===== config.mk =====
export PLATFORM = sky130hd
export DESIGN_NAME = tdm_demux4
export DESIGN_NICKNAME = d
export VERILOG_FILES = /design/src/rtl/tdm_demux4.sv
export SDC_FILE = /design/constraint.sdc
export NUM_CORES = 1
export LEC_CHECK = 0
export CAP_MARGIN = 20
export CORE_MARGIN = 5
export CORE_UTILIZATION = 62
export CTS_CLUSTER_SIZE = 30
export DETAILED_ROUTE_END_ITERATION = 10
export DONT_BUFFER_PORTS = 1
export MAX_ROUTING_LAYER = met4
export PLACE_DENSITY = 0.78
export SYNTH_ARGS = -nofsm -noshare
export SYNTH_HDL_FRONTEND = slang
export SYNTH_SLANG_ARGS = --single-unit

===== constraint.sdc =====
create_clock -name clk -period 2.9 [get_ports clk]
set_input_delay 0.58 -clock clk [delete_from_list [all_inputs] [get_ports clk]]
set_output_delay 0.58 -clock clk [all_outputs]
set_load 0.005 [all_outputs]

===== src/rtl/tdm_demux4.sv =====
// Four-channel TDM demultiplexer. Locks to a sync marker, tracks slot and bit index,
// and assembles one WIDTH-bit word per channel, MSB first.
module tdm_demux4 #(
    parameter int WIDTH = 8
) (
    input  logic             clk,
    input  logic             rst,
    input  logic             in_valid,
    input  logic             in_sync,
    input  logic             in_bit,
    output logic             s1,
    output logic             s0,
    output logic             locked,
    output logic [WIDTH-1:0] o0,
    output logic [WIDTH-1:0] o1,
    output logic [WIDTH-1:0] o2,
    output logic [WIDTH-1:0] o3,
    output logic [3:0]       o_valid,
    output logic             sync_err
);

    // state  | meaning
    // HUNT   | waiting for the first sync beat, data discarded
    // LOCKED | aligned; slot/bidx track the stream, flywheel across missing syncs
    typedef enum logic {HUNT, LOCKED} state_t;

    localparam int BW = $clog2(WIDTH);
    localparam logic [BW-1:0] LAST = BW'(WIDTH - 1);

    state_t state, state_next;

    logic [1:0]       slot;
    logic [BW-1:0]    bidx;
    logic [WIDTH-2:0] sh     [4];
    logic [WIDTH-1:0] o_word [4];
    logic [WIDTH-1:0] word_in;

    logic take_first;
    logic misalign;
    logic normal;

    always_ff @(posedge clk) begin
        if (rst) begin
            state <= HUNT;
        end else begin
            state <= state_next;
        end
    end

    always_comb begin
        state_next = state;
        case (state)
            HUNT:    if (in_valid && in_sync) state_next = LOCKED;
            LOCKED:  state_next = LOCKED;
            default: state_next = HUNT;
        endcase
    end

    always_comb begin
        locked     = (state == LOCKED);
        take_first = 1'b0;
        misalign   = 1'b0;
        normal     = 1'b0;
        if (in_valid) begin
            case (state)
                HUNT: take_first = in_sync;
                LOCKED: begin
                    if (in_sync && (slot != 2'd0 || bidx != '0)) begin
                        misalign = 1'b1;
                    end else begin
                        normal = 1'b1;
                    end
                end
                default: ;
            endcase
        end
    end

    assign word_in = {sh[slot], in_bit};

    always_ff @(posedge clk) begin
        if (rst) begin
            slot     <= 2'd0;
            bidx     <= '0;
            o_valid  <= 4'd0;
            sync_err <= 1'b0;
            for (int k = 0; k < 4; k++) begin
                sh[k]     <= '0;
                o_word[k] <= '0;
            end
        end else begin
            o_valid  <= 4'd0;
            sync_err <= misalign;
            if (take_first || misalign) begin
                // Partial words are dropped; this beat restarts the frame as ch0, bit 0.
                for (int k = 1; k < 4; k++) begin
                    sh[k] <= '0;
                end
                sh[0] <= (WIDTH-1)'(in_bit);
                slot  <= 2'd1;
                bidx  <= '0;
            end else if (normal) begin
                sh[slot] <= word_in[WIDTH-2:0];
                if (bidx == LAST) begin
                    o_word[slot]  <= word_in;
                    o_valid[slot] <= 1'b1;
                end
                slot <= slot + 2'd1;
                if (slot == 2'd3) begin
                    bidx <= (bidx == LAST) ? '0 : bidx + 1'b1;
                end
            end
        end
    end

    assign s1 = slot[1];
    assign s0 = slot[0];
    assign o0 = o_word[0];
    assign o1 = o_word[1];
    assign o2 = o_word[2];
    assign o3 = o_word[3];

endmodule


==> results.py, run 1 <==
metrics = {
    "sta": {
        "whs_ns": 0.3084,
        "worstMarginPinSlew_ns": 0.9269,
        "finalCritPeriodShare": 0.7958,
        "drv_slew": 0,
        "worst_slack_ns": 0.5921,
        "period_needed_ns": 2.308,
        "max_slew_margin": 0.3755,
        "setup_viol": 0,
        "finalClockSkew_ns": 0.008953,
        "rsz0062_at_grt": "false",
        "fmax_ghz": 0.4333,
        "fin_setup_tns_ns": 0,
        "hold_viol": 0,
    },
    "grt": {
        "grt_busiest_layer": "met2",
        "first_global_vias": 1824,
        "grt_util_met2": 0.3263,
        "grtUsageMet3": 0.05044,
        "met1_usage": 0.2529,
        "grt_pass1_wl_um": 9625,
        "antenna_found_initial": 0,
        "grt_max_degree": 32,
        "track_usage": 0.2095,
        "overflow": 0,
    },
    "drt": {
        "antenna_left": 0,
        "vias_per_cell": 6.284,
        "vias": 1904,
        "drc_errors": 0,
        "wl_per_cell_um": 20.48,
        "dr.first_iter.drc_count": 167,
        "dr.pass1.iters": 4,
        "wirelength_um": 6205,
    },
    "status": {
        "outcome": "complete, no violations",
    },
    "cts": {
        "clock_sinks": 71,
        "cts_resized": 0,
        "clockRootBuffer": "clkbuf_8",
        "cts_hold_buffers": 0,
        "clock_latency_ns": 0.34,
        "path_clk_slew_ns": 0.07,
        "clockBufferDepth": 2,
        "h-tree-depth": 3,
        "numCtsBuffers": 9,
        "post_cts_buffers": 0,
        "cts_tree": "done",
    },
    "placement": {
        "dp_hpwl_um": 4250,
        "gp_congestion": 0.9383,
        "post-place-ws_ns": 0.6095,
        "io_buffers": 0,
    },
    "logic_synthesis": {
        "yosysWarnings": 0,
        "synth_area_leaders": "edfxtp_1, dfxtp_1, mux4_2",
        "synthSimpleGateAreaFrac": 0.1788,
        "synth-compound-area-share": 0.07734,
        "synth_seq_cells": 71,
        "synthArstFlopShare": 0,
        "post_synth_mux_area_share": 0.05519,
        "synth-seq-area-share": 0.6281,
        "synth-main-ff-cell": "edfxtp_1",
        "synth_top_family_by_area": "simple AND/OR/NAND/NOR gates",
        "syn_inst": 230,
        "synthXorXnorAreaFrac": 0,
        "synth_area_mm2": 0.003219,
        "synth_edf_count": 60,
        "synth_top_area_share": 0.5597,
        "synth_top_area_cell": "edfxtp_1",
        "yosys.area_share.adder": 0.02721,
        "yosysUniqueCellTypes": 42,
        "syn_area_per_cell_um2": 14.00,
        "synth_fp_nets": 242,
    },
    "setup_path": {
        "slowest_delay_ns": 0.74,
        "critPathLaunchType": "flop",
        "crit_path_end": "sh[3][3]$_SDFFCE_PN0P_",
        "worst-setup-path-type": "reg -> reg",
        "worstPathCellList": "inv_1 > ha_1 > nand3b_4 > a21o_2 > o21ai_0",
        "r2r_end": "sh[3][3]$_SDFFCE_PN0P_",
        "cp_max_fo": 10,
        "end_kind": "flop",
        "cp-startpoint": "slot[1]$_SDFFE_PP0P_",
        "r2r_slack_ns": 0.59,
        "cp.arrival_ns": 2.27,
        "reg2reg_depth": 5,
        "reg2reg_from": "slot[1]$_SDFFE_PP0P_",
        "cp_slowest_cell": "o21ai_0",
        "worstPathRequired_ns": 2.86,
    },
    "power_and_ir_drop": {
        "internal_power_uw": 1503,
        "p_sw_uw": 487.4,
        "p_sw_frac": 0.2449,
        "p_per_area_mw_per_mm2": 578.0,
        "p_leak_uw": 0.001331,
        "max-vdd-ir-drop_uv": 293.8,
        "power_frac_clock": 0.343,
        "seq_power_share": 0.586,
        "combPwrFrac": 0.071,
    },
    "floorplan": {
        "die_height_um": 82.06,
        "fp.dieW_um": 82.06,
        "pin_count": 45,
        "rows": 26,
        "dieArea_mm2": 0.006734,
        "initial_utilization": 0.6344,
        "fp.coreArea_mm2": 0.005075,
    },
    "finish": {
        "final_core_util": 0.6785,
        "drive_above_1_share": 0.2189,
        "syn2layout_area_growth_pct": 6.957,
        "fin_nets": 240,
        "diodes": 0,
        "mostFrequentLayoutCells": "edfxtp_1, and3_1, and3_2, dfxtp_1, and2_1",
        "final_common_cell": "edfxtp_1",
    },
    "job": {
        "max-cap-violations": 0,
    },
    "hold_path": {
        "min_path_cells": 1,
        "worstHoldPathType": "in -> reg",
    },
}
[synthesized netlist by cell type (all sizes together) (5+ instances only)]
cell type   n
and4        9
buf         5
inv         7
o21ai       6
dfxtp      11
nor3b       6
edfxtp     60
a21oi       6
mux4        7
and3       36
ha          7
and2       10
clkbuf     14
[metrics by stage]
stage	instances	power, µW	area, µm²
floorplan	230	1292	3219
global placement	287	1323	3271
detailed placement	287	1329	3271
CTS	303	1997	3443
global route	303	2066	3443
finish	303	1990	3443
[critical path: cells and delay by family (launching register included)]
kind | cells | cell delay, ns
fa+ha+maj | 1 | 0.27
flops | 1 | 0.32
compound gates | 2 | 1.02
buf+inv | 1 | 0.14
simple gates | 1 | 0.17
[power by group through the flow]
stage,Clock [µW],Combinational (µW),Sequential (µW)
finish,683,142,1170
global route,743,153,1170
CTS,691,140,1170
detailed placement,0,140,1190
global placement,0,137,1190
floorplan,0,112,1180
[logic make-up (layout without fill, tap and decap cells)]
kind of cell / Yosys count / after routing
buffers and inverters: 26 / 29
adder cells (fa/ha/maj): 7 / 7
AO/OA/AOI/OAI: 32 / 32
AND/OR/NAND/NOR: 85 / 85
flip-flops: 71 / 71
multiplexers: 9 / 9
[cell type report]
cell class / count / area [µm²]
Fill cell: 364 / 1632
Tap cell: 70 / 87.58
Multi-Input combinational cell: 133 / 1090
Sequential cell: 71 / 2022
Timing Repair Buffer: 6 / 45.04
Inverter: 7 / 26.28
Clock inverter: 7 / 48.80
Clock buffer: 9 / 123.9
[worst min-delay path by stage]
stage | startpoint | to | slack, ns
floorplan | bidx[2]$_SDFFE_PP0P_ | bidx[2]$_SDFFE_PP0P_ | 0.49
global placement | bidx[2]$_SDFFE_PP0P_ | bidx[2]$_SDFFE_PP0P_ | 0.51
detailed placement | bidx[2]$_SDFFE_PP0P_ | bidx[2]$_SDFFE_PP0P_ | 0.53
CTS | rst | locked$_SDFF_PP0_ | 0.30
global route | rst | locked$_SDFF_PP0_ | 0.29
finish | rst | locked$_SDFF_PP0_ | 0.31
[routing by layer]
metal | vias to the layer above | share of wire | wire length [µm]
li1 | 886 | - | -
met1 | 930 | 0.42 | 2610
met2 | 79 | 0.50 | 3076
met3 | 9 | 0.062 | 383
met4 | 0 | 0.022 | 135
met5 | - | 0 | 0
[registers in the layout (all words and copies together) (netlist names)]
signal,flops
sync_err,1
o_word,32
locked,1
sh,28
bidx,3
slot,2
o_valid,4
Note: power is estimated with default switching activity, not from simulation.
==> inputs of run 2 (changes only) <==
- clock period: 2.9 -> 2.2 ns (I/O delays scaled with it)
==> run 2 against run 1 <==
  * Total power is 45% higher
  * Hold slack worse by 0.15 ns
  * Maximum frequency is 11% higher
  * Flip-flop and latch count stayed put
  * Critical path type unchanged
  * Critical endpoint is now sh[3][0]$_SDFFCE_PN0P_
==> results.py, run 2 (synthesis gave the netlist of run 1 again) <==
metrics = {
    "cts": {
        "clockRootBuffer": "clkbuf_8",
        "clock_latency_ns": 0.34,
        "clock_sinks": 71,
        "numCtsBuffers": 9,
        "cts_hold_buffers": 0,
        "cts_tree": "done",
        "cts_resized": 0,
        "clockBufferDepth": 2,
        "h-tree-depth": 3,
        "post_cts_buffers": 0,
        "path_clk_slew_ns": 0.07,
    },
    "grt": {
        "antenna_found_initial": 0,
        "track_usage": 0.2193,
        "overflow": 0,
        "first_global_vias": 1941,
        "grt_max_degree": 32,
        "grt_pass1_wl_um": 10250,
    },
    "sta": {
        "finalCritPeriodShare": 0.9465,
        "rsz0062_at_grt": "false",
        "setup_viol": 0,
        "hold_viol": 0,
        "max_slew_margin": 0.5665,
        "fin_setup_tns_ns": 0,
        "finalClockSkew_ns": 0.008668,
        "worstMarginPinSlew_ns": 0.6459,
        "drv_slew": 0,
        "fmax_ghz": 0.4802,
        "period_needed_ns": 2.082,
    },
    "placement": {
        "dp.cells": 291,
        "dp_hpwl_um": 4542,
        "io_buffers": 0,
        "gp_congestion": 0.9694,
    },
    "finish": {
        "fin_nets": 244,
        "syn2layout_area_growth_pct": 9.444,
        "n_fill_cell": 362,
        "final_core_util": 0.6943,
        "final_common_cell": "edfxtp_1",
        "regMostFlops": "o_word",
        "final-instance-count-excl-fill": 307,
        "mostFrequentLayoutCells": "edfxtp_1, and3_1, and3_2, dfxtp_1",
        "drive_above_1_share": 0.2321,
        "reg_top3": "o_word: 32 flops, sh: 28 flops, o_valid: 4 flops",
        "largest_reg_flops": 32,
        "diodes": 0,
    },
    "floorplan": {
        "initial_utilization": 0.6344,
        "fp.dieW_um": 82.06,
        "fp.coreArea_mm2": 0.005075,
        "die_height_um": 82.06,
        "pin_count": 45,
        "dieArea_mm2": 0.006734,
        "rows": 26,
    },
    "setup_path": {
        "cp.arrival_ns": 2.06,
        "worst-setup-path-type": "reg -> reg",
        "slowest_delay_ns": 0.54,
        "cp_slowest_cell": "o21ai_1",
        "end_kind": "flop",
        "worstPathRequired_ns": 2.18,
        "critPathLaunchType": "flop",
        "worstPathCellList": "inv_1 > ha_1 > nand3b_4 > a21o_2 > o21ai_1",
        "r2r_slack_ns": 0.12,
        "cp_max_fo": 10,
    },
    "drt": {
        "drc_errors": 0,
        "vias": 1986,
        "vias_per_cell": 6.469,
        "wirelength_um": 6665,
        "wl_per_cell_um": 21.71,
        "dr.first_iter.drc_count": 165,
        "antenna_left": 0,
        "dr.pass1.iters": 4,
    },
    "power_and_ir_drop": {
        "p_sw_frac": 0.2277,
        "seq_power_share": 0.535,
        "power_frac_clock": 0.398,
        "internal_power_uw": 2222,
        "finalPower_uw": 2878,
        "max-vdd-ir-drop_uv": 447.6,
        "p_sw_uw": 655.4,
        "p_leak_uw": 0.001383,
        "combPwrFrac": 0.068,
        "p_per_area_mw_per_mm2": 816.8,
    },
    "job": {
        "max-cap-violations": 0,
    },
    "status": {
        "outcome": "complete, no violations",
    },
    "hold_path": {
        "worstHoldPathType": "in -> reg",
    },
}
-- run 2: path summary, 6_finish.rpt --
check,start,end,cells past startpoint
setup / recovery,slot[0]$_SDFFE_PP0P_,sh[3][0]$_SDFFCE_PN0P_,5
hold / removal,rst,locked$_SDFF_PP0_,1
setup reg to reg,slot[0]$_SDFFE_PP0P_,sh[3][0]$_SDFFCE_PN0P_,5
hold reg to reg,bidx[2]$_SDFFE_PP0P_,bidx[2]$_SDFFE_PP0P_,2
-- run 2: area by class of cell --
| cell class | instances | area, µm² | area share |
|---|---|---|---|
| Sequential cell | 71 | 2022 | 0.5739 |
| Multi-Input combinational cell | 133 | 1090 | 0.3093 |
| Clock buffer | 10 | 127.6 | 0.03622 |
| Clock inverter | 6 | 95.09 | 0.02699 |
| Tap cell | 70 | 87.58 | 0.02486 |
| Timing Repair Buffer | 10 | 75.07 | 0.02131 |
| Inverter | 7 | 26.28 | 0.007457 |
-- run 2: critical path: cells and delay by family, from the launching register on --
family | cells | cell delay (ns)
compound gates | 2 | 0.83
fa+ha+maj | 1 | 0.28
buf+inv | 1 | 0.11
flops | 1 | 0.32
simple gates | 1 | 0.18
-- run 2: routing by layer --
layer	vias up	track usage	wire, µm	share of wire
li1	893	-	-	-
met1	988	0.2584	2764	0.41
met2	92	0.3554	3373	0.51
met3	13	0.06250	394	0.059
met4	0	0.08804	133	0.020
met5	-	-	0	0
-- run 2: stage by stage --
| step | area [µm²] | hold slack, ns | worst slack, ns |
|---|---|---|---|
| floorplan | 3219 | 0.4871 | 0.1809 |
| global placement | 3301 | 0.5153 | 0.2950 |
| detailed placement | 3301 | 0.5177 | 0.1439 |
| CTS | 3523 | 0.1538 | 0.1268 |
| global route | 3523 | 0.1574 | 0.04993 |
| finish | 3523 | 0.1597 | 0.1176 |
-- run 2: power by group through the flow --
stage	combinational (µW)	sequential, µW	clock, µW
6_report	194	1540	1140
3_3_place_gp	182	1570	0
2_1_floorplan	147	1560	0
5_1_grt	208	1540	1200
3_5_place_dp	191	1570	0
4_1_cts	192	1540	1140
